File: src/rtl/acc_bank_clr_load_pkg.sv
// Shared classifier definitions: readout FSM states and fixed-point helpers
// for saturation bounds and sign extension.
package acc_bank_clr_load_pkg;

    typedef enum logic {
        IDLE   = 1'b0,
        STREAM = 1'b1
    } rd_state_e;

    // Largest signed value representable in w bits, returned at 64 bits.
    function automatic logic signed [63:0] sat_max(input int w);
        return (64'sd1 <<< (w - 1)) - 64'sd1;
    endfunction

    function automatic logic signed [63:0] sat_min(input int w);
        return -(64'sd1 <<< (w - 1));
    endfunction

    // Treats the low w bits of v as a signed number and sign-extends it to 64 bits.
    function automatic logic signed [63:0] sext(input logic [63:0] v, input int w);
        return $signed(v << (64 - w)) >>> (64 - w);
    endfunction

endpackage

File: src/rtl/acc_bank_clr_load_if.sv
// Control, write and readout-stream signals of the accumulator bank.
interface acc_bank_clr_load_if #(
    parameter int N_CH  = 10,
    parameter int W_IN  = 20,
    parameter int W_ACC = 24
);
    localparam int CH_W = $clog2(N_CH);

    logic                    clr;
    logic                    load;
    logic                    acc;
    logic [CH_W-1:0]         ch_sel;
    logic signed [W_IN-1:0]  d;
    logic                    rd_start;
    logic                    out_valid;
    logic                    out_ready;
    logic [CH_W-1:0]         out_ch;
    logic signed [W_ACC-1:0] out_data;
    logic                    out_last;
    logic                    rd_done;
    logic                    busy;
    logic                    sat_any;

    modport master (
        output clr, load, acc, ch_sel, d, rd_start, out_ready,
        input  out_valid, out_ch, out_data, out_last, rd_done, busy, sat_any
    );

    modport slave (
        input  clr, load, acc, ch_sel, d, rd_start, out_ready,
        output out_valid, out_ch, out_data, out_last, rd_done, busy, sat_any
    );
endinterface

File: src/rtl/acc_bank_clr_load_lane.sv
// One accumulator channel: clear > load > saturating accumulate > hold,
// with a sticky saturation flag.
module acc_lane
    import acc_bank_clr_load_pkg::*;
#(
    parameter int W_IN  = 20,
    parameter int W_ACC = 24
) (
    input  logic                    clk,
    input  logic                    rst_n,
    input  logic                    clr,
    input  logic                    load_en,
    input  logic                    acc_en,
    input  logic signed [W_IN-1:0]  d,
    output logic signed [W_ACC-1:0] value,
    output logic                    sat
);
    localparam logic signed [W_ACC-1:0] ACC_MAX = W_ACC'(sat_max(W_ACC));
    localparam logic signed [W_ACC-1:0] ACC_MIN = W_ACC'(sat_min(W_ACC));

    logic signed [W_ACC-1:0] d_ext;
    logic signed [W_ACC:0]   sum;

    assign d_ext = W_ACC'(sext(64'(d), W_IN));
    // One guard bit: overflow shows up as the top two bits disagreeing.
    assign sum   = {value[W_ACC-1], value} + {d_ext[W_ACC-1], d_ext};

    always_ff @(posedge clk or negedge rst_n) begin
        if (!rst_n) begin
            value <= '0;
            sat   <= 1'b0;
        end else if (clr) begin
            value <= '0;
            sat   <= 1'b0;
        end else if (load_en) begin
            value <= d_ext;
        end else if (acc_en) begin
            if (sum[W_ACC] != sum[W_ACC-1]) begin
                value <= sum[W_ACC] ? ACC_MIN : ACC_MAX;
                sat   <= 1'b1;
            end else begin
                value <= sum[W_ACC-1:0];
            end
        end
    end
endmodule

File: src/rtl/acc_bank_clr_load.sv
// Bank of N_CH saturating accumulators with a valid/ready readout sequencer
// that streams every channel to the output stage.
//   state  | meaning
//   IDLE   | bank writable, no readout in progress
//   STREAM | bank frozen, presenting channel idx on the output stream
module acc_bank_clr_load
    import acc_bank_clr_load_pkg::*;
#(
    parameter int N_CH  = 10,
    parameter int W_IN  = 20,
    parameter int W_ACC = 24
) (
    input  logic                clk,
    input  logic                rst_n,
    acc_bank_clr_load_if.slave  bus
);
    localparam int CH_W = $clog2(N_CH);
    localparam logic [CH_W-1:0] LAST_CH = CH_W'(N_CH - 1);

    if (W_ACC < W_IN) begin : g_bad_width
        $error("acc_bank_clr_load: W_ACC must be >= W_IN");
    end

    rd_state_e               state, state_nxt;
    logic [CH_W-1:0]         idx, idx_nxt;
    logic                    rd_done_nxt;
    logic                    rd_done_q;
    logic [N_CH-1:0]         load_en, acc_en, sat;
    logic signed [W_ACC-1:0] bank [N_CH];
    logic                    wr_ok;

    // Writes are dropped while streaming and for out-of-range channels.
    assign wr_ok = (state == IDLE) && ({1'b0, bus.ch_sel} < (CH_W + 1)'(N_CH));

    always_comb begin
        load_en = '0;
        acc_en  = '0;
        for (int i = 0; i < N_CH; i++) begin
            load_en[i] = wr_ok && bus.load && (bus.ch_sel == CH_W'(i));
            acc_en[i]  = wr_ok && bus.acc  && (bus.ch_sel == CH_W'(i));
        end
    end

    for (genvar g = 0; g < N_CH; g++) begin : g_lane
        acc_lane #(
            .W_IN  (W_IN),
            .W_ACC (W_ACC)
        ) u_lane (
            .clk     (clk),
            .rst_n   (rst_n),
            .clr     (bus.clr),
            .load_en (load_en[g]),
            .acc_en  (acc_en[g]),
            .d       (bus.d),
            .value   (bank[g]),
            .sat     (sat[g])
        );
    end

    always_ff @(posedge clk or negedge rst_n) begin
        if (!rst_n) begin
            state     <= IDLE;
            idx       <= '0;
            rd_done_q <= 1'b0;
        end else begin
            state     <= state_nxt;
            idx       <= idx_nxt;
            rd_done_q <= rd_done_nxt;
        end
    end

    always_comb begin
        state_nxt   = state;
        idx_nxt     = idx;
        rd_done_nxt = 1'b0;
        if (bus.clr) begin
            state_nxt = IDLE;
            idx_nxt   = '0;
        end else begin
            case (state)
                IDLE: begin
                    if (bus.rd_start) begin
                        state_nxt = STREAM;
                        idx_nxt   = '0;
                    end
                end
                STREAM: begin
                    if (bus.out_ready) begin
                        if (idx == LAST_CH) begin
                            state_nxt   = IDLE;
                            idx_nxt     = '0;
                            rd_done_nxt = 1'b1;
                        end else begin
                            idx_nxt = idx + 1'b1;
                        end
                    end
                end
                default: begin
                    state_nxt = IDLE;
                    idx_nxt   = '0;
                end
            endcase
        end
    end

    // Output word depends only on registered idx and bank, never on out_ready.
    always_comb begin
        bus.out_valid = (state == STREAM);
        bus.busy      = (state == STREAM);
        bus.out_ch    = idx;
        bus.out_last  = (state == STREAM) && (idx == LAST_CH);
        bus.out_data  = (state == STREAM) ? bank[idx] : '0;
    end

    assign bus.rd_done = rd_done_q;
    assign bus.sat_any = |sat;
endmodule
File: src/flat_wrapper.sv
// flat-port wrapper written by rule: the top's interface ports become plain ports
module acc_bank_clr_load_flat import acc_bank_clr_load_pkg::*;
#(
    parameter int N_CH  = 10,
    parameter int W_IN  = 20,
    parameter int W_ACC = 24
)
  (clk, rst_n, bus_clr, bus_load, bus_acc, bus_ch_sel, bus_d, bus_rd_start, bus_out_ready, bus_out_valid, bus_out_ch, bus_out_data, bus_out_last, bus_rd_done, bus_busy, bus_sat_any);
  acc_bank_clr_load_if #(.N_CH(N_CH), .W_IN(W_IN), .W_ACC(W_ACC)) bus_i ();
  input  logic clk;
  input  logic rst_n;
  input wire logic [$bits(bus_i.clr)-1:0] bus_clr;
  input wire logic [$bits(bus_i.load)-1:0] bus_load;
  input wire logic [$bits(bus_i.acc)-1:0] bus_acc;
  input wire logic [$bits(bus_i.ch_sel)-1:0] bus_ch_sel;
  input wire logic [$bits(bus_i.d)-1:0] bus_d;
  input wire logic [$bits(bus_i.rd_start)-1:0] bus_rd_start;
  input wire logic [$bits(bus_i.out_ready)-1:0] bus_out_ready;
  output wire logic [$bits(bus_i.out_valid)-1:0] bus_out_valid;
  output wire logic [$bits(bus_i.out_ch)-1:0] bus_out_ch;
  output wire logic [$bits(bus_i.out_data)-1:0] bus_out_data;
  output wire logic [$bits(bus_i.out_last)-1:0] bus_out_last;
  output wire logic [$bits(bus_i.rd_done)-1:0] bus_rd_done;
  output wire logic [$bits(bus_i.busy)-1:0] bus_busy;
  output wire logic [$bits(bus_i.sat_any)-1:0] bus_sat_any;
  assign bus_i.clr = bus_clr;
  assign bus_i.load = bus_load;
  assign bus_i.acc = bus_acc;
  assign bus_i.ch_sel = bus_ch_sel;
  assign bus_i.d = bus_d;
  assign bus_i.rd_start = bus_rd_start;
  assign bus_i.out_ready = bus_out_ready;
  assign bus_out_valid = bus_i.out_valid;
  assign bus_out_ch = bus_i.out_ch;
  assign bus_out_data = bus_i.out_data;
  assign bus_out_last = bus_i.out_last;
  assign bus_rd_done = bus_i.rd_done;
  assign bus_busy = bus_i.busy;
  assign bus_sat_any = bus_i.sat_any;
  acc_bank_clr_load #(.N_CH(N_CH), .W_IN(W_IN), .W_ACC(W_ACC)) u_core (.clk(clk), .rst_n(rst_n), .bus(bus_i));
endmodule
File: config.mk
export PLATFORM = sky130hd
export DESIGN_NAME = acc_bank_clr_load_flat
export DESIGN_NICKNAME = d
export VERILOG_FILES = /design/src/rtl/acc_bank_clr_load_pkg.sv /design/src/rtl/acc_bank_clr_load_if.sv /design/src/rtl/acc_bank_clr_load_lane.sv /design/src/rtl/acc_bank_clr_load.sv /design/src/flat_wrapper.sv
export SDC_FILE = /design/constraint.sdc
export NUM_CORES = 1
export LEC_CHECK = 0
export ABC_CLOCK_PERIOD_IN_PS = 3700
export BUFFER_PORTS_ARGS = -buffer_cell sky130_fd_sc_hd__buf_4
export CORE_MARGIN = 1
export CORE_UTILIZATION = 45
export DETAILED_ROUTE_END_ITERATION = 6
export SETUP_SLACK_MARGIN = 0.5
export SKIP_CTS_REPAIR_TIMING = 1
export SYNTH_ARGS = -nofsm -noshare
export SYNTH_HDL_FRONTEND = slang
export SYNTH_SLANG_ARGS = --single-unit
File: constraint.sdc
create_clock -name clk -period 3.7 [get_ports clk]
set_input_delay 0.74 -clock clk [delete_from_list [all_inputs] [get_ports clk]]
set_output_delay 0.74 -clock clk [all_outputs]
set_load 0.005 [all_outputs]
---- Word-level counts from Yosys, hierarchy flattened ----
Cells that the tools add are included.
storage, ports and cells
  bits in registers ....................... 256
  input bits .............................. 31
cells by class
  add/sub/neg operators ................... 11
  magnitude comparators ................... 2
  equal/unequal tests ..................... 32
  muxes and demuxes ....................... 108
  bitwise logic cells ..................... 2
  reduce and logical (&&, ||, !) cells .... 67
operators with widths
  kind                                                       number
  two-way mux 24 bit                                         53
  adder 24 x 20 -> 25 bit                                    10
  binary-select mux 24 bit (select 4 bit)                    1
  two-way mux 1 bit                                          48
  nonzero test 2 bit                                         20
  AND reduction 3 bit                                        10
  nonzero test 3 bit                                         10
  logical AND 1 bit                                          24
  inequality test 2 bit (second input constant)              10
  == test 4 x 3 -> 1 bit (second input constant)             4
  two-way mux 4 bit                                          4
  == test 4 bit (second input constant)                      3
  inequality test 1 bit                                      10
  OR reduction 10 bit                                        1
  == test 4 x 2 -> 1 bit (second input constant)             2
  one-hot mux 4 bit (2 select lines)                         1
  inequality test 3 bit (second input constant)              2
  greater-or-equal comparator 5 bit (second input constant)  1
  inverter 4 -> 5 bit                                        1
  adder 4 x 1 -> 4 bit (second input constant)               1
  == test 4 x 1 -> 1 bit (second input constant)             1
  logical NOT 4 bit                                          1
  < comparator 4 bit (second input constant)                 1
  one-hot mux 1 bit (2 select lines)                         1
  other kinds (2)                                            2

---- Longest topological paths before layout ----
  word-level depth ........................ 7
  mapped depth ............................ 13

---- Hierarchy ----
A second synthesis with hierarchy kept.
second synthesis, totals
  cell total of the unflattened synthesis .. 3557
  area, all modules ....................... 29992.5 um2
modules (own cells, without submodules)
  module                                   times used  cells each  area each (um2)  seq. area each (um2)
  acc_lane at u_core.g_lane[2].u_lane ...  8           322         2728.9           625.6
  acc_lane at u_core.g_lane[0].u_lane ...  2           342         2711.4           625.6
  acc_bank_clr_load                        1           297         2738.9           150.1

---- Worst setup path after synthesis ----
No wires, ideal clock.
  kind .................................... input-to-reg
  start point ............................. input bus_d[0]
  end point ............................... register u_core.g_lane[9].u_lane.value[9]
  setup time .............................. 121 ps
  data arrival time ....................... 3413 ps
  required time ........................... 3579 ps
  slack ................................... 166 ps
  cell stages on the path ................. 11
  buffers on the path ..................... 1
  cell sequence ........................... ha_1 -> fa_1 -> a211oi_1 -> o21ai_1 -> o31a_1 -> a311oi_2 -> o21ai_1 -> a311oi_2 -> clkbuf_1 -> a21oi_1 -> a22o_1
between the ends
  word-level cells in the longest chain between the ends .. 6
ends and longest elaborated chain
  what                                                         line                                                        RTL
  start, declared                                              flat_wrapper.sv:16                                          input wire logic [$bits(bus_i.d)-1:0] bus_d;
  adder 24 x 20 -> 25 bit (*)                                  acc_bank_clr_load_lane.sv:26                                assign sum = {value[W_ACC-1], value} + {d_ext[W_ACC-1], d_ext};
  two-way mux 24 bit or inequality test 1 bit (tied branches)  acc_bank_clr_load_lane.sv:39, acc_bank_clr_load_lane.sv:38
  two-way mux 24 bit (*)                                       acc_bank_clr_load_lane.sv:38                                if (sum[W_ACC] != sum[W_ACC-1]) begin
  two-way mux 24 bit (*)                                       acc_bank_clr_load_lane.sv:37                                end else if (acc_en) begin
  two-way mux 24 bit (*)                                       acc_bank_clr_load_lane.sv:35                                end else if (load_en) begin
  two-way mux 24 bit (*)                                       acc_bank_clr_load_lane.sv:32                                end else if (clr) begin
  end signal, assigned                                         acc_bank_clr_load_lane.sv:36                                value <= d_ext;
  end signal, assigned                                         acc_bank_clr_load_lane.sv:39                                value <= sum[W_ACC] ? ACC_MIN : ACC_MAX;
  end signal, assigned                                         acc_bank_clr_load_lane.sv:42                                value <= sum[W_ACC-1:0];
  end, declared                                                acc_bank_clr_load_lane.sv:15                                output logic signed [W_ACC-1:0] value,
Mark *: on every way between the ends. The rest lies on a longest branch, timed or not. The select of a mux whose other input is x is not followed.
A chain may end at the register's enable or synchronous reset.

---- Worst setup path in the final report ----
  start point ............................. register u_core.idx[0], in the netlist u_core.bus.out_ch[0]
  end point ............................... output bus_out_data[1]
between the ends
  word-level cells in the longest chain between the ends .. 5
ends and longest elaborated chain
  what                                                    line                      RTL
  start, declared                                         acc_bank_clr_load.sv:25   logic [CH_W-1:0] idx, idx_nxt;
  start signal, assigned                                  acc_bank_clr_load.sv:67   idx <= idx_nxt;
  inverter 4 -> 5 bit (not written as such)               acc_bank_clr_load.sv:112  bus.out_data = (state == STREAM) ? bank[idx] : '0;
  binary-select mux 24 bit (select 4 bit)                 acc_bank_clr_load.sv:112
  two-way mux 24 bit (not written as such) (2 in series)  acc_bank_clr_load.sv:112
  two-way mux 24 bit                                      acc_bank_clr_load.sv:112
  end, declared                                           flat_wrapper.sv:21        output wire logic [$bits(bus_i.out_data)-1:0] bus_out_data;
No other way between the ends. The select of a mux whose other input is x is not followed.

==> flow_metrics.py <==
metrics = {
    "setup_path": {
        "r2r-start": "u_core.g_lane[7].u_lane.value[0]",
        "worstPathMaxFanout": 9,
        "worstRegToRegCells": 12,
        "worstPathRequired_ps": 2960,
        "end_kind": "primary output",
        "worst-setup-path-type": "reg2out",
        "rr_endpoint": "u_core.g_lane[7].u_lane.value[21]",
        "crit_arrival_ps": 2630,
        "start_kind": "flip-flop",
        "r2r_setup_slack_ps": 460,
    },
    "sta": {
        "max_freq_ghz": 0.297,
        "finalHoldViolCount": 0,
        "setup_viol": 0,
        "rsz0062_at_grt": "yes",
        "fin_crit_sh_pct": 91.1,
        "worst_pin_slew_ps": 1290,
        "finClkSkew_ps": 28.7,
        "relSlewSlack_pct": 13.7,
        "period_minus_slack_ps": 3370,
        "slew_viol_final": 0,
    },
    "cts": {
        "cts.sinks": 256,
        "clk_pin_slew_ps": 60,
        "numCtsBuffers": 35,
        "cts_htree_levels": 2,
        "clock_path_buffers": 3,
        "insertion_delay_ps": 570,
        "tritoncts": "yes",
        "clock-root-buffer": "clkbuf_16",
    },
    "grt": {
        "grt_busiest_layer": "met2",
        "first_global_vias": 26700,
        "grt_use_met2_pct": 53.3,
        "grt_util_met3_pct": 7.61,
        "grt_overflow": 0,
        "gr-usage-met1_pct": 48.7,
        "grt_use_total_pct": 35.3,
        "antenna_found_initial": 8,
        "grt_pass1_wl_um": 162000,
        "grt_max_degree": 88,
    },
    "yosys": {
        "synth_area_leader_cell": "dfrtp_1",
        "synthFlopType": "dfrtp_1",
        "synth_edf_count": 0,
        "netlist_top_cells_area": "dfrtp_1 24%, ha_1 12%, a21oi_1 6.9%",
        "synth_cell_types": 94,
        "syn_inst": 3196,
        "avgSynthCellArea_um2": 8.23,
        "syn_nets": 3479,
        "yosysTopAreaCellShare_pct": 24.4,
        "synth_seq_cells": 256,
        "ys_warn_count": 0,
        "yosysSeqAreaShare_pct": 24.4,
        "synthArstFlopShare_pct": 100,
        "synth_area_um2": 26300,
    },
    "pwr": {
        "internal_power_uw": 8600,
        "leakage_uw": 0.0153,
        "switchingPower_uw": 6220,
        "sequentialPowerShare_pct": 26.3,
        "peakVddDrop_uv": 472,
        "pwr_density_cell_nw_per_um2": 449,
        "netSwitchingFraction_pct": 42.0,
        "clkPwrFrac_pct": 23.7,
        "combinationalPowerShare_pct": 50.0,
    },
    "run": {
        "max_cap_violations": 0,
    },
    "detailed_routing": {
        "drt-pass1-iter-count": 6,
        "initialDrtViolationCount": 2587,
        "vias": 28300,
        "drc_errors": 0,
        "viasPerCell": 6.48,
        "wl_um": 110000,
        "avgRoutedWirePerCell_um": 25.1,
        "drtAntennaViolNets": 0,
    },
    "die": {
        "core_area_um2": 57700,
        "rows": 88,
        "die_w_um": 244,
        "dieArea_um2": 59400,
        "initial_core_util_pct": 45.6,
        "io_pins": 64,
        "die_y_um": 244,
    },
    "cells_and_area": {
        "mostFrequentLayoutCells": "445 x buf_4, 345 x nand2_1, 335 x a21oi_1",
        "drive_above_1_share_pct": 22.2,
        "layout_commonest_cell": "buf_4",
        "syn_to_final_growth_pct": 25.5,
        "final_area_um2": 33000,
        "nets": 3860,
        "final_cells": 4366,
    },
    "placement": {
        "hpwl_um": 83300,
        "place.gp.congestion": 1.00,
        "dpl_cell_area_um2": 30600,
        "dpl.cell_count": 4261,
        "numPortBuffers": 63,
    },
    "min_path": {
        "min_path_type": "in2async",
    },
    "outcome": {
        "outcome": "complete, no violations",
    },
}
==> cell families (layout without fill, tap and decap cells) <==
family                   count (synthesis)  after routing  share of synthesized area (%)
AO/OA/AOI/OAI                         1298           1298                           32.1
AND/OR/NAND/NOR                        890            890                           15.4
flip-flops                             256            256                           24.4
adder cells (fa/ha/maj)                252            252                           12.3
buffers and inverters                  201            605                           3.08
XOR/XNOR                               196            196                           6.56
multiplexers                           103            103                           6.23
other                                    0              1                              0
==> critical path, stage by stage, from the launching register on <==
cell,delay [ps]
dfrtp_4,430
buf_12,150
clkbuf_16,200
mux4_2,570
mux2i_2,250
o22a_1,240
nor2_1,60
buf_4,130
==> synthesized netlist by cell type, types with 38 or more instances <==
cell,count
a211oi_1,44
a21o_1,129
a21oi_1,360
a22o_1,53
a22oi_1,38
clkbuf_1,119
dfrtp_1,256
ha_1,242
inv_1,39
mux2i_1,53
mux4_2,48
nand2_1,347
nand3_1,53
nor2_1,238
nor3_1,60
o21ai_0,240
o21ai_1,38
o22ai_1,38
o31ai_1,52
xnor2_1,123
xor2_1,72
==> routing by layer <==
metal | vias to the layer above | wire length [um]
li1 | 12900 | -
met1 | 13800 | 46100
met2 | 1342 | 47600
met3 | 207 | 11100
met4 | 12 | 4610
met5 | - | 107
==> sequential cells by signal (all words and copies together) (netlist names) <==
signal                      count
u_core.bus.busy                 1
u_core.bus.out_ch               4
u_core.bus.rd_done              1
u_core.g_lane.u_lane.value    240
u_core.g_lane.u_lane.sat       10
==> layout make-up <==
cell class | instances | area, um^2
timing repair buffer | 504 | 4380
inverter | 41 | 154
sequential | 256 | 6420
fill | 5241 | 24700
multi-input combinational | 2739 | 19900
clock buffer | 44 | 990
clock inverter | 16 | 158
tap | 765 | 957
antenna | 1 | 2.50
==> power by group through the flow <==
stage | clock [uW] | sequential, uW | combinational [uW]
floorplan | 0 | 3510 | 4740
global placement | 0 | 3890 | 6870
detailed placement | 0 | 3900 | 6980
CTS | 3560 | 3850 | 7030
global route | 3650 | 3910 | 8080
finish | 3510 | 3890 | 7410
==> through the flow <==
stage          total power (uW)  util, %  setup WS (ps)  TNS (ps)  hold slack [ps]
2_1_floorplan              8250        -            370         0              444
3_3_place_gp              10800     53.1           -124     -1010              486
3_5_place_dp              10900     53.1           -119     -5790              487
4_1_cts                   14400     55.1           60.3         0              215
5_1_grt                   15600     57.2            316         0              227
6_report                  14800     57.2            328         0              181
==> worst max path at each step <==
stage,cells past startpoint,startpoint,slack [ps],end
after floorplan,11,bus_d[0],370,u_core.g_lane[9].u_lane.value[20]
after global placement,13,bus_d[1],-120,u_core.g_lane[7].u_lane.value[22]
after detailed placement,13,bus_d[1],-120,u_core.g_lane[7].u_lane.value[22]
after CTS,6,u_core.bus.out_ch[0],60,bus_out_data[14]
after global routing,7,u_core.bus.out_ch[0],320,bus_out_data[13]
final,7,u_core.bus.out_ch[0],330,bus_out_data[1]
No activity file was read; power rests on OpenSTA's default activity.
